$ cat src/rtl/memory_access_unit.sv
// Memory stage: runs loads/stores on a waitrequest data bus, aligns/extends load data, stalls upstream.
// Optional DATA_BUS_TIMEOUT_EN adds a BUSY watchdog and the bus_timeout_memory output.
module memory_access_unit #(
    parameter int TIMEOUT_CYCLES = 255
) (
    input  logic        clk,
    input  logic        reset_n,
    input  logic        memory_to_register_memory,
    input  logic        memory_write_memory,
    input  logic [2:0]  load_store_type_memory,
    input  logic [31:0] ALU_output_memory,
    input  logic [31:0] write_data_memory,
    output logic [31:0] data_address,
    output logic        data_read,
    output logic        data_write,
    output logic [31:0] data_writedata,
    output logic [3:0]  data_byteenable,
    input  logic [31:0] data_readdata,
    input  logic        data_waitrequest,
    output logic [31:0] read_data_memory,
    output logic        stall_memory,
`ifdef DATA_BUS_TIMEOUT_EN
    output logic        bus_timeout_memory,
`endif
    output logic        address_error_memory
);

    typedef enum logic [1:0] {S_IDLE, S_BUSY, S_DONE} state_t;

    state_t      r_state;
    logic [1:0]  r_offset;
    logic [2:0]  r_type;
    logic        r_is_load;

    logic        w_request;
    logic        w_misaligned;
    logic        w_start;
    logic [1:0]  w_offset;
    logic [3:0]  w_byteenable;
    logic [31:0] w_writedata;
    logic [15:0] w_lane_half;
    logic [7:0]  w_lane_byte;
    logic [31:0] w_load_value;

    assign w_request = memory_to_register_memory | memory_write_memory;
    assign w_offset  = ALU_output_memory[1:0];

    always_comb begin
        w_misaligned = 1'b0;
        case (load_store_type_memory)
            3'b000:         w_misaligned = |w_offset;
            3'b001, 3'b010: w_misaligned = w_offset[0];
            default:        w_misaligned = 1'b0;
        endcase
    end

    assign w_start              = (r_state == S_IDLE) && w_request && !w_misaligned;
    assign address_error_memory = w_request && w_misaligned;
    assign stall_memory         = w_start || (r_state == S_BUSY);

    // Store data is replicated across lanes so the byteenable alone picks the target bytes.
    always_comb begin
        w_byteenable = 4'b1111;
        w_writedata  = write_data_memory;
        case (load_store_type_memory)
            3'b001, 3'b010: begin
                w_byteenable = w_offset[1] ? 4'b1100 : 4'b0011;
                w_writedata  = {2{write_data_memory[15:0]}};
            end
            3'b011, 3'b100: begin
                w_byteenable = 4'b0001 << w_offset;
                w_writedata  = {4{write_data_memory[7:0]}};
            end
            default: begin
                w_byteenable = 4'b1111;
                w_writedata  = write_data_memory;
            end
        endcase
    end

    assign w_lane_half = r_offset[1] ? data_readdata[31:16] : data_readdata[15:0];
    assign w_lane_byte = data_readdata[{r_offset, 3'b000} +: 8];

    always_comb begin
        w_load_value = data_readdata;
        case (r_type)
            3'b001:  w_load_value = {{16{w_lane_half[15]}}, w_lane_half};
            3'b010:  w_load_value = {16'h0000, w_lane_half};
            3'b011:  w_load_value = {{24{w_lane_byte[7]}}, w_lane_byte};
            3'b100:  w_load_value = {24'h000000, w_lane_byte};
            default: w_load_value = data_readdata;
        endcase
    end

`ifdef DATA_BUS_TIMEOUT_EN
    localparam logic [7:0] TIMEOUT_LAST = 8'(TIMEOUT_CYCLES - 1);
    logic [7:0] r_count;
`endif

    always_ff @(posedge clk or negedge reset_n) begin
        if (!reset_n) begin
            r_state          <= S_IDLE;
            r_offset         <= 2'b00;
            r_type           <= 3'b000;
            r_is_load        <= 1'b0;
            data_address     <= 32'h0;
            data_read        <= 1'b0;
            data_write       <= 1'b0;
            data_writedata   <= 32'h0;
            data_byteenable  <= 4'h0;
            read_data_memory <= 32'h0;
`ifdef DATA_BUS_TIMEOUT_EN
            r_count            <= 8'h00;
            bus_timeout_memory <= 1'b0;
`endif
        end else begin
            case (r_state)
                S_IDLE: begin
                    if (w_start) begin
                        data_address    <= {ALU_output_memory[31:2], 2'b00};
                        data_byteenable <= w_byteenable;
                        data_writedata  <= w_writedata;
                        data_read       <= memory_to_register_memory;
                        data_write      <= memory_write_memory && !memory_to_register_memory;
                        r_offset        <= w_offset;
                        r_type          <= load_store_type_memory;
                        r_is_load       <= memory_to_register_memory;
`ifdef DATA_BUS_TIMEOUT_EN
                        r_count         <= 8'h00;
`endif
                        r_state         <= S_BUSY;
                    end
                end
                S_BUSY: begin
                    if (!data_waitrequest) begin
                        data_read  <= 1'b0;
                        data_write <= 1'b0;
                        if (r_is_load) begin
                            read_data_memory <= w_load_value;
                        end
                        r_state <= S_DONE;
`ifdef DATA_BUS_TIMEOUT_EN
                    end else if (r_count == TIMEOUT_LAST) begin
                        data_read          <= 1'b0;
                        data_write         <= 1'b0;
                        read_data_memory   <= 32'hDEADBEEF;
                        bus_timeout_memory <= 1'b1;
                        r_state            <= S_DONE;
                    end else if (r_count != 8'hFF) begin
                        r_count <= r_count + 8'h01;
`endif
                    end
                end
                S_DONE: begin
`ifdef DATA_BUS_TIMEOUT_EN
                    bus_timeout_memory <= 1'b0;
`endif
                    r_state <= S_IDLE;
                end
                default: r_state <= S_IDLE;
            endcase
        end
    end

endmodule

$ cat config.mk
export PLATFORM = sky130hd
export DESIGN_NAME = memory_access_unit
export DESIGN_NICKNAME = d
export VERILOG_FILES = /design/src/rtl/memory_access_unit.sv
export SDC_FILE = /design/constraint.sdc
export NUM_CORES = 1
export LEC_CHECK = 0
export ABC_AREA = 1
export BUFFER_PORTS_ARGS = -buffer_cell sky130_fd_sc_hd__buf_2
export CORE_ASPECT_RATIO = 0.75
export CORE_UTILIZATION = 50
export CTS_BUF_LIST = sky130_fd_sc_hd__clkbuf_8
export CTS_CLUSTER_SIZE = 25
export DETAILED_ROUTE_END_ITERATION = 16
export PLACE_DENSITY = 0.82
export SLEW_MARGIN = 20
export SYNTH_ARGS = -nofsm -noshare
export SYNTH_HDL_FRONTEND = slang
export SYNTH_SLANG_ARGS = --single-unit
$ cat constraint.sdc
create_clock -name clk -period 1.96 [get_ports clk]
set_input_delay 0.196 -clock clk [delete_from_list [all_inputs] [get_ports clk]]
set_output_delay 0.196 -clock clk [all_outputs]
set_load 0.02 [all_outputs]
==> flow_metrics.env, run 1 <==
export IMPL_hp_start="ALU_output_memory[27]"
export IMPL_gp_congestion=0.903
export IMPL_slew_headroom_pct=65.5
export IMPL_h_tree_depth=3
export IMPL_area_growth_synth_to_final_pct=28.4
export IMPL_yosys_warnings=0
export IMPL_placed_cells=1053
export IMPL_cts_tree="built"
export IMPL_holdPathStages=3
export IMPL_n_fill_cell=914
export IMPL_worstReg2RegStart="r_offset[1]$_DFFE_PN0P_"
export IMPL_postSynth_asyncResetShare_pct=100
export IMPL_final_cells=1093
export IMPL_holdCritPathClass="input port to register"
export IMPL_wl_per_cell_um=13.2
export IMPL_crit_arrival_ns=1.45
export IMPL_drt_first_pass_iters=5
export IMPL_antenna_found_initial=0
export IMPL_core_area_sq_um=10400
export IMPL_setup_viol=0
export IMPL_floorplan_die_area_sq_um=11200
export IMPL_holdPathEnd="data_address[27]$_DFFE_PN0P_"
export IMPL_layout_min_cycle_time_ns=1.64
export IMPL_status="finished, final reports clean"
export IMPL_critPathTopFamily="simple AND/OR/NAND/NOR gates"
export IMPL_fin_setup_tns_ns=0
export IMPL_track_usage_pct=26.6
export IMPL_grt_max_degree=43
export IMPL_layout_drive_gt1_share_pct=28.2
export IMPL_multiInputGateArea_sq_um=2250
export IMPL_dp_hpwl_mm=10.4
export IMPL_cts_resized=0
export IMPL_final_seq_area_sq_um=2700
export IMPL_synth_edf_count=0
export IMPL_finalMaxSlewViolations=0
export IMPL_critPathKind="register to primary output"
export IMPL_fmax_ghz=0.608
export IMPL_rr_endpoint="read_data_memory[21]$_DFFE_PN0P_"
export IMPL_hold_viol_final=0
export IMPL_rrSetupSlack_ns=0.32
export IMPL_ant_nets=0
export IMPL_synth_top_area_share_pct=50.2
export IMPL_grt_pass1_vias=4837
export IMPL_die_h_um=91.8
export IMPL_chipWidth_um=122
export IMPL_synth_seq_area_share_pct=50.2
export IMPL_totalWireLength_mm=14.5
export IMPL_cts_root_buf="clkbuf_8"
export IMPL_ys_seq_elements=108
export IMPL_clock_sinks=108
export IMPL_diodes=0
export IMPL_worstRegToRegCells=7
export IMPL_io_buffers=205
export IMPL_rows=32
export IMPL_synth_flop_cell="dfrtp_1"
export IMPL_path_max_fanout=4
export IMPL_finalPower_mw=11.2
export IMPL_crit_buf_inv=1
export IMPL_dr_first_iter_drc_count=390
export IMPL_maxCapViolCount=0
export IMPL_clk_latency_ns=0.38
export IMPL_clk_pin_slew_ns=0.11
export IMPL_ir_drop_mv=0.912
export IMPL_critPathMaxStageDelay_ns=0.42
export IMPL_synth_area_leaders="dfrtp_1, nand2_1, nor2_1"
export IMPL_syn_area_sq_um=5380
export IMPL_start_kind="register"
export IMPL_grt_pass1_wl_mm=23.2
export IMPL_synth_top_cell_by_area="dfrtp_1"
export IMPL_avgSynthCellArea_sq_um=7.36
export IMPL_cts_buffers=9
export IMPL_pin_count=208
export IMPL_crit_path_cell_trace="nor3_1 -> nand2_2 -> nand2_1 -> buf_2"
export IMPL_rsz0062_at_grt="no"
export IMPL_critPathCaptureType="primary output"
export IMPL_power_density_nw_per_um2=1630
export IMPL_routed_via_density=4.89
export IMPL_vias=5350
export IMPL_critPathRequiredTime_ns=1.76
export IMPL_tightestPinTransition_ns=0.517
export IMPL_drcViolationCount=0
export IMPL_initial_utilization_pct=51.9
export IMPL_finClkSkew_ns=0.0111
export IMPL_cts_path_max_buffers=2
export IMPL_fin_nets=1056
export IMPL_synthCells=731
export IMPL_finalCritPeriodShare_pct=83.9
export IMPL_globalRoute_totalOverflow=0
export IMPL_crit_slowest_cell="dfrtp_1"
export IMPL_cellLeakagePower_nw=3.95
export IMPL_synthDistinctLibCells=25
==> worst reg2reg max path, stage by stage (launching register included) <==
cell and delay (ns):
dfrtp_1 0.44, inv_2 0.20, nor2_1 0.09, o21ai_1 0.17, nand3_1 0.17, nand2_2 0.31, nor2_1 0.09, nor2_1 0.10
==> what timing repair did <==
| item | in CTS | in global routing |
|---|---|---|
| endpoints found under the setup margin | 0 | 1 |
| buffers inserted | 0 | 3 |
| hold buffers | 21 | 0 |
| hold endpoints to repair | 55 | 0 |
==> flip-flops by register name, indices dropped and copies added (netlist names) <==
name,cells
r_type,3
r_state,2
data_byteenable,4
data_write,1
read_data_memory,32
data_read,1
data_writedata,32
data_address,30
r_offset,2
r_is_load,1
==> kinds of logic after synthesis <==
family	after synthesis	synth area share, %
compound gates	46	4.28
buf+inv	87	8.05
flops	108	50.2
other cells	1	0.0697
simple gates	489	37.4
==> synthesized netlist by cell type, types with 2 or more instances <==
cell      count
inv_1        48
nand2_1     314
a21oi_1       9
nand2_2      14
inv_2         4
o21ai_1       3
dfrtp_1     108
nand3_1      56
buf_2        18
o21ai_0      34
nand2_4       2
nor2_1       89
buf_4         9
clkbuf_1      3
buf_6         3
or2_2         8
==> cells in the final DEF (no fill, tap or decap), types with 2 or more instances in the layout <==
master,instances
nand3_1,56
dlygate4sd3_1,21
conb_1,2
nor2_1,89
nand2_1,313
nand2_4,2
or2_2,8
o21ai_0,34
a21oi_1,9
inv_2,4
buf_12,3
nand2_2,15
clkbuf_8,9
buf_2,204
inv_6,4
o21ai_1,3
buf_4,16
dfrtp_1,108
inv_1,48
==> report_power, final <==
| part | leakage, nW | switching (mW) | internal, mW |
|---|---|---|---|
| Sequential | 1.31 | 0.628 | 3.31 |
| Clock | 0.0981 | 0.816 | 0.484 |
| Combinational | 2.55 | 4.00 | 1.99 |
==> layer usage <==
layer  global-route usage (%)  vias up  share of wire (%)
li1                         -     2668                  -
met1                     37.2     2452                 45
met2                     41.1      205                 46
met3                     6.09       25                7.8
met4                     7.30        0                1.8
met5                        0        -                  0
==> worst max-delay path by stage <==
stage | slack [ns] | from | endpoint | cells past startpoint
2_1_floorplan | 0.65 | r_type[2]$_DFFE_PN0P_ | read_data_memory[0]$_DFFE_PN0P_ | 9
3_3_place_gp | 0.33 | load_store_type_memory[0] | data_writedata[21]$_DFFE_PN0P_ | 10
3_5_place_dp | 0.30 | load_store_type_memory[0] | data_writedata[25]$_DFFE_PN0P_ | 10
4_1_cts | 0.09 | r_state[1]$_DFFE_PN0P_ | stall_memory | 4
5_1_grt | 0.16 | r_state[1]$_DFFE_PN0P_ | stall_memory | 4
6_report | 0.32 | r_state[1]$_DFFE_PN0P_ | stall_memory | 4
==> layout make-up <==
cell class / instances / area share, %
inverter: 52 / 2.83
clock buffer: 9 / 1.79
clock inverter: 7 / 0.797
tap: 136 / 2.46
multi-input combinational: 537 / 32.6
sequential: 108 / 39.1
timing repair buffer: 244 / 20.4
==> per-stage QoR <==
stage	worst slack (ns)	instance area (sq um)	util, %	hold slack [ns]
CTS	0.0902	6890	66.4	0.00000697
floorplan	0.646	5380	-	-0.0996
finish	0.316	6910	66.6	0.00795
global placement	0.326	6500	62.6	0.204
global route	0.161	6910	66.6	0.00926
detailed placement	0.296	6500	62.6	0.203
Power figures use the tool's default switching activity.
==> run 2: changes to the inputs <==
- ABC_AREA: 1 -> 0
- CORE_UTILIZATION: 50 -> 46
- PLACE_DENSITY: 0.82 -> 0.79
- clock period: 1.96 -> 1.3 ns (I/O delays scaled with it)
==> run 2 against run 1 <==
  * The flow now finishes with violations (setup timing)
  * Utilization rose by 11 points
  * Synthesized area rose by 0.58%
  * Count of clock-buffer cells in the layout rose by 1
  * Critical path depth rose by 2
  * Register-to-register slack got worse by 0.69 ns
  * Sequential power rose by 54%
  * First-iteration DRC count fell by 13%
  * Wire length rose by 32%
  * Worst hold slack improved by 0.024 ns
  * Worst setup slack got worse by 0.69 ns
  * Final area rose by 26%
  * Largest cell class is now multi-input combinational cells
==> flow_metrics.env, run 2 <==
export IMPL_layout_drive_gt1_share_pct=54.5
export IMPL_drcViolationCount=0
export IMPL_h_tree_depth=3
export IMPL_cts_tree="built"
export IMPL_synth_seq_area_share_pct=50.0
export IMPL_worstReg2RegStart="r_offset[1]$_DFFE_PN0P_"
export IMPL_synth_top_cell_by_area="dfrtp_1"
export IMPL_status="complete, but fails checks"
export IMPL_crit_arrival_ns=1.93
export IMPL_finalCritPeriodShare_pct=129
export IMPL_syn_area_sq_um=5410
export IMPL_rr_endpoint="read_data_memory[7]$_DFFE_PN0P_"
export IMPL_dr_first_iter_drc_count=341
export IMPL_maxCapViolCount=0
export IMPL_startpoint="r_offset[1]$_DFFE_PN0P_"
export IMPL_fin_nets=939
export IMPL_gp_congestion=0.913
export IMPL_reg_top3="data_writedata x32, read_data_memory x32, data_address x30"
export IMPL_worstRegToRegCells=6
export IMPL_ir_drop_mv=1.81
export IMPL_grt_pass1_vias=5575
export IMPL_holdCritPathClass="input port to register"
export IMPL_multiInputGateArea_sq_um=3070
export IMPL_cts_path_max_buffers=2
export IMPL_ant_nets=0
export IMPL_hp_start="write_data_memory[22]"
export IMPL_final_seq_area_sq_um=2710
export IMPL_track_usage_pct=30.7
export IMPL_dp_hpwl_mm=11.7
export IMPL_routed_via_density=5.58
export IMPL_rrSetupSlack_ns=-0.37
export IMPL_clk_latency_ns=0.38
export IMPL_final_util_pct=77.8
export IMPL_chipWidth_um=127
export IMPL_clock_sinks=108
export IMPL_yosysMostFrequentCell="dfrtp_1"
export IMPL_hold_viol_final=0
export IMPL_antenna_found_initial=0
export IMPL_cellLeakagePower_nw=4.13
export IMPL_finalPower_mw=23.0
export IMPL_crit_slowest_cell="dfrtp_2"
export IMPL_area_growth_synth_to_final_pct=60.9
export IMPL_critPathMaxStageDelay_ns=0.47
export IMPL_final_common_cell="buf_2"
export IMPL_initial_utilization_pct=48.4
export IMPL_postSynth_asyncResetShare_pct=100
export IMPL_io_buffers=205
export IMPL_clk_pin_slew_ns=0.11
export IMPL_wl_per_cell_um=19.2
export IMPL_grt_max_degree=44
export IMPL_ys_seq_elements=108
export IMPL_preCtsSetupSlack_ns=-0.689
export IMPL_synth_flop_cell="dfrtp_1"
export IMPL_violations="setup timing"
export IMPL_fmax_ghz=0.598
export IMPL_crit_path_cell_trace="mux2_4 -> buf_6 -> mux2_4 -> nor2_1 -> a2bb2oi_1 -> o31ai_1"
export IMPL_path_max_fanout=5
export IMPL_yosys_warnings=0
export IMPL_tightestPinTransition_ns=0.827
export IMPL_hold_ws_ns=0.0318
export IMPL_synthDistinctLibCells=46
export IMPL_ys_top_cells_by_count="dfrtp_1, nand2_1, mux2_2, a21oi_1, nor2_1"
export IMPL_rsz0062_at_grt="yes"
export IMPL_slew_headroom_pct=44.7
export IMPL_synth_top_area_share_pct=50.0
export IMPL_start_kind="register"
export IMPL_setup_ws_ns=-0.372
export IMPL_setup_viol=108
export IMPL_globalRoute_totalOverflow=0
export IMPL_synth_edf_count=0
export IMPL_die_h_um=95.9
export IMPL_floorplan_die_area_sq_um=12200
export IMPL_critPathRequiredTime_ns=1.56
export IMPL_power_density_nw_per_um2=2640
export IMPL_avgSynthCellArea_sq_um=10.2
export IMPL_critPathCaptureType="register"
export IMPL_crit_end="read_data_memory[7]$_DFFE_PN0P_"
export IMPL_synthCells=528
export IMPL_n_fill_cell=682
export IMPL_cts_buffers=9
export IMPL_cpMostUsedCell="mux2_4"
export IMPL_diodes=0
export IMPL_layout_min_cycle_time_ns=1.67
export IMPL_vias=5559
export IMPL_pin_count=208
export IMPL_synth_area_leaders="dfrtp_1, mux2_2, nand2_1"
export IMPL_totalWireLength_mm=19.1
export IMPL_layout_common_cells="buf_2, dfrtp_1, nand2_1"
export IMPL_holdPathStages=3
export IMPL_drt_first_pass_iters=7
export IMPL_finalMaxSlewViolations=0
export IMPL_finClkSkew_ns=0.0106
export IMPL_grt_pass1_wl_mm=28.4
export IMPL_cts_root_buf="clkbuf_8"
export IMPL_critPathKind="register to register"
export IMPL_core_area_sq_um=11200
export IMPL_rows=33
run 2: area by class of cell:
class	instances	area share (%)
Multi-Input combinational cell	378	35.3
Sequential cell	108	31.1
Timing Repair Buffer	336	28.9
Tap cell	157	2.26
Clock buffer	10	1.58
Clock inverter	6	0.805
Inverter	2	0.0862
run 2: layer usage:
layer	routed length (um)	GRT usage, %	share of wire [%]	up-vias
li1	-	-	-	2467
met1	7610	36.8	40	2722
met2	9460	54.9	50	302
met3	1460	6.95	7.6	68
met4	576	10.9	3.0	0
met5	0	0	0	-
run 2: worst min path at each step:
stage                                      to  slack [ns]
2_1_floorplan    data_address[10]$_DFFE_PN0P_       -0.17
3_3_place_gp   data_writedata[19]$_DFFE_PN0P_        0.04
4_1_cts        data_writedata[20]$_DFFE_PN0P_       0.001
5_1_grt        data_writedata[18]$_DFFE_PN0P_        0.01
6_report       data_writedata[22]$_DFFE_PN0P_        0.03
3_5_place_dp   data_writedata[19]$_DFFE_PN0P_        0.04
run 2: repair_timing:
item,in CTS,in global routing
endpoints found under the setup margin,100,109
resized for setup,92,70
hold buffers,36,0
cloned,8,0
endpoints found under the hold margin,143,0
pin swaps,7,14
buffers inserted,23,13
run 2: per-stage QoR:
step / setup TNS [ns] / std cells / cell area, sq um
after CTS: -24.44 / 995 / 8520
final: -25.91 / 997 / 8710
after global placement: -36.01 / 912 / 7210
after floorplan: -6.76 / 529 / 5740
after detailed placement: -40.28 / 912 / 7210
after global routing: -31.71 / 997 / 8710
run 2: kinds of logic (layout without fill, tap and decap cells):
logic type / Yosys count / in the layout / share of synthesized area (%)
AOI/OAI and AO/OA: 156 / 156 / 17.5
DFF: 108 / 108 / 50.0
and+or+nand+nor: 143 / 143 / 11.6
xor gates and xnor gates: 6 / 6 / 1.25
other: 1 / 2 / 0.0693
muxes: 71 / 71 / 14.5
buffers and inverters: 43 / 354 / 5.09
run 2: report_power, final:
group,internal [mW],leakage (nW),switching [mW],total (mW)
Clock,0.963,0.107,1.23,2.19
Sequential,4.98,1.27,1.08,6.06
Combinational,7.12,2.75,7.64,14.8
run 2: worst max-delay path: cells and delay by family, from the launching register on:
kind                   cells  cell delay (ns)
and+or+nand+nor            1             0.10
AOI/OAI and AO/OA          2             0.27
DFF                        1             0.47
muxes                      2             0.60
buffers and inverters      1             0.12
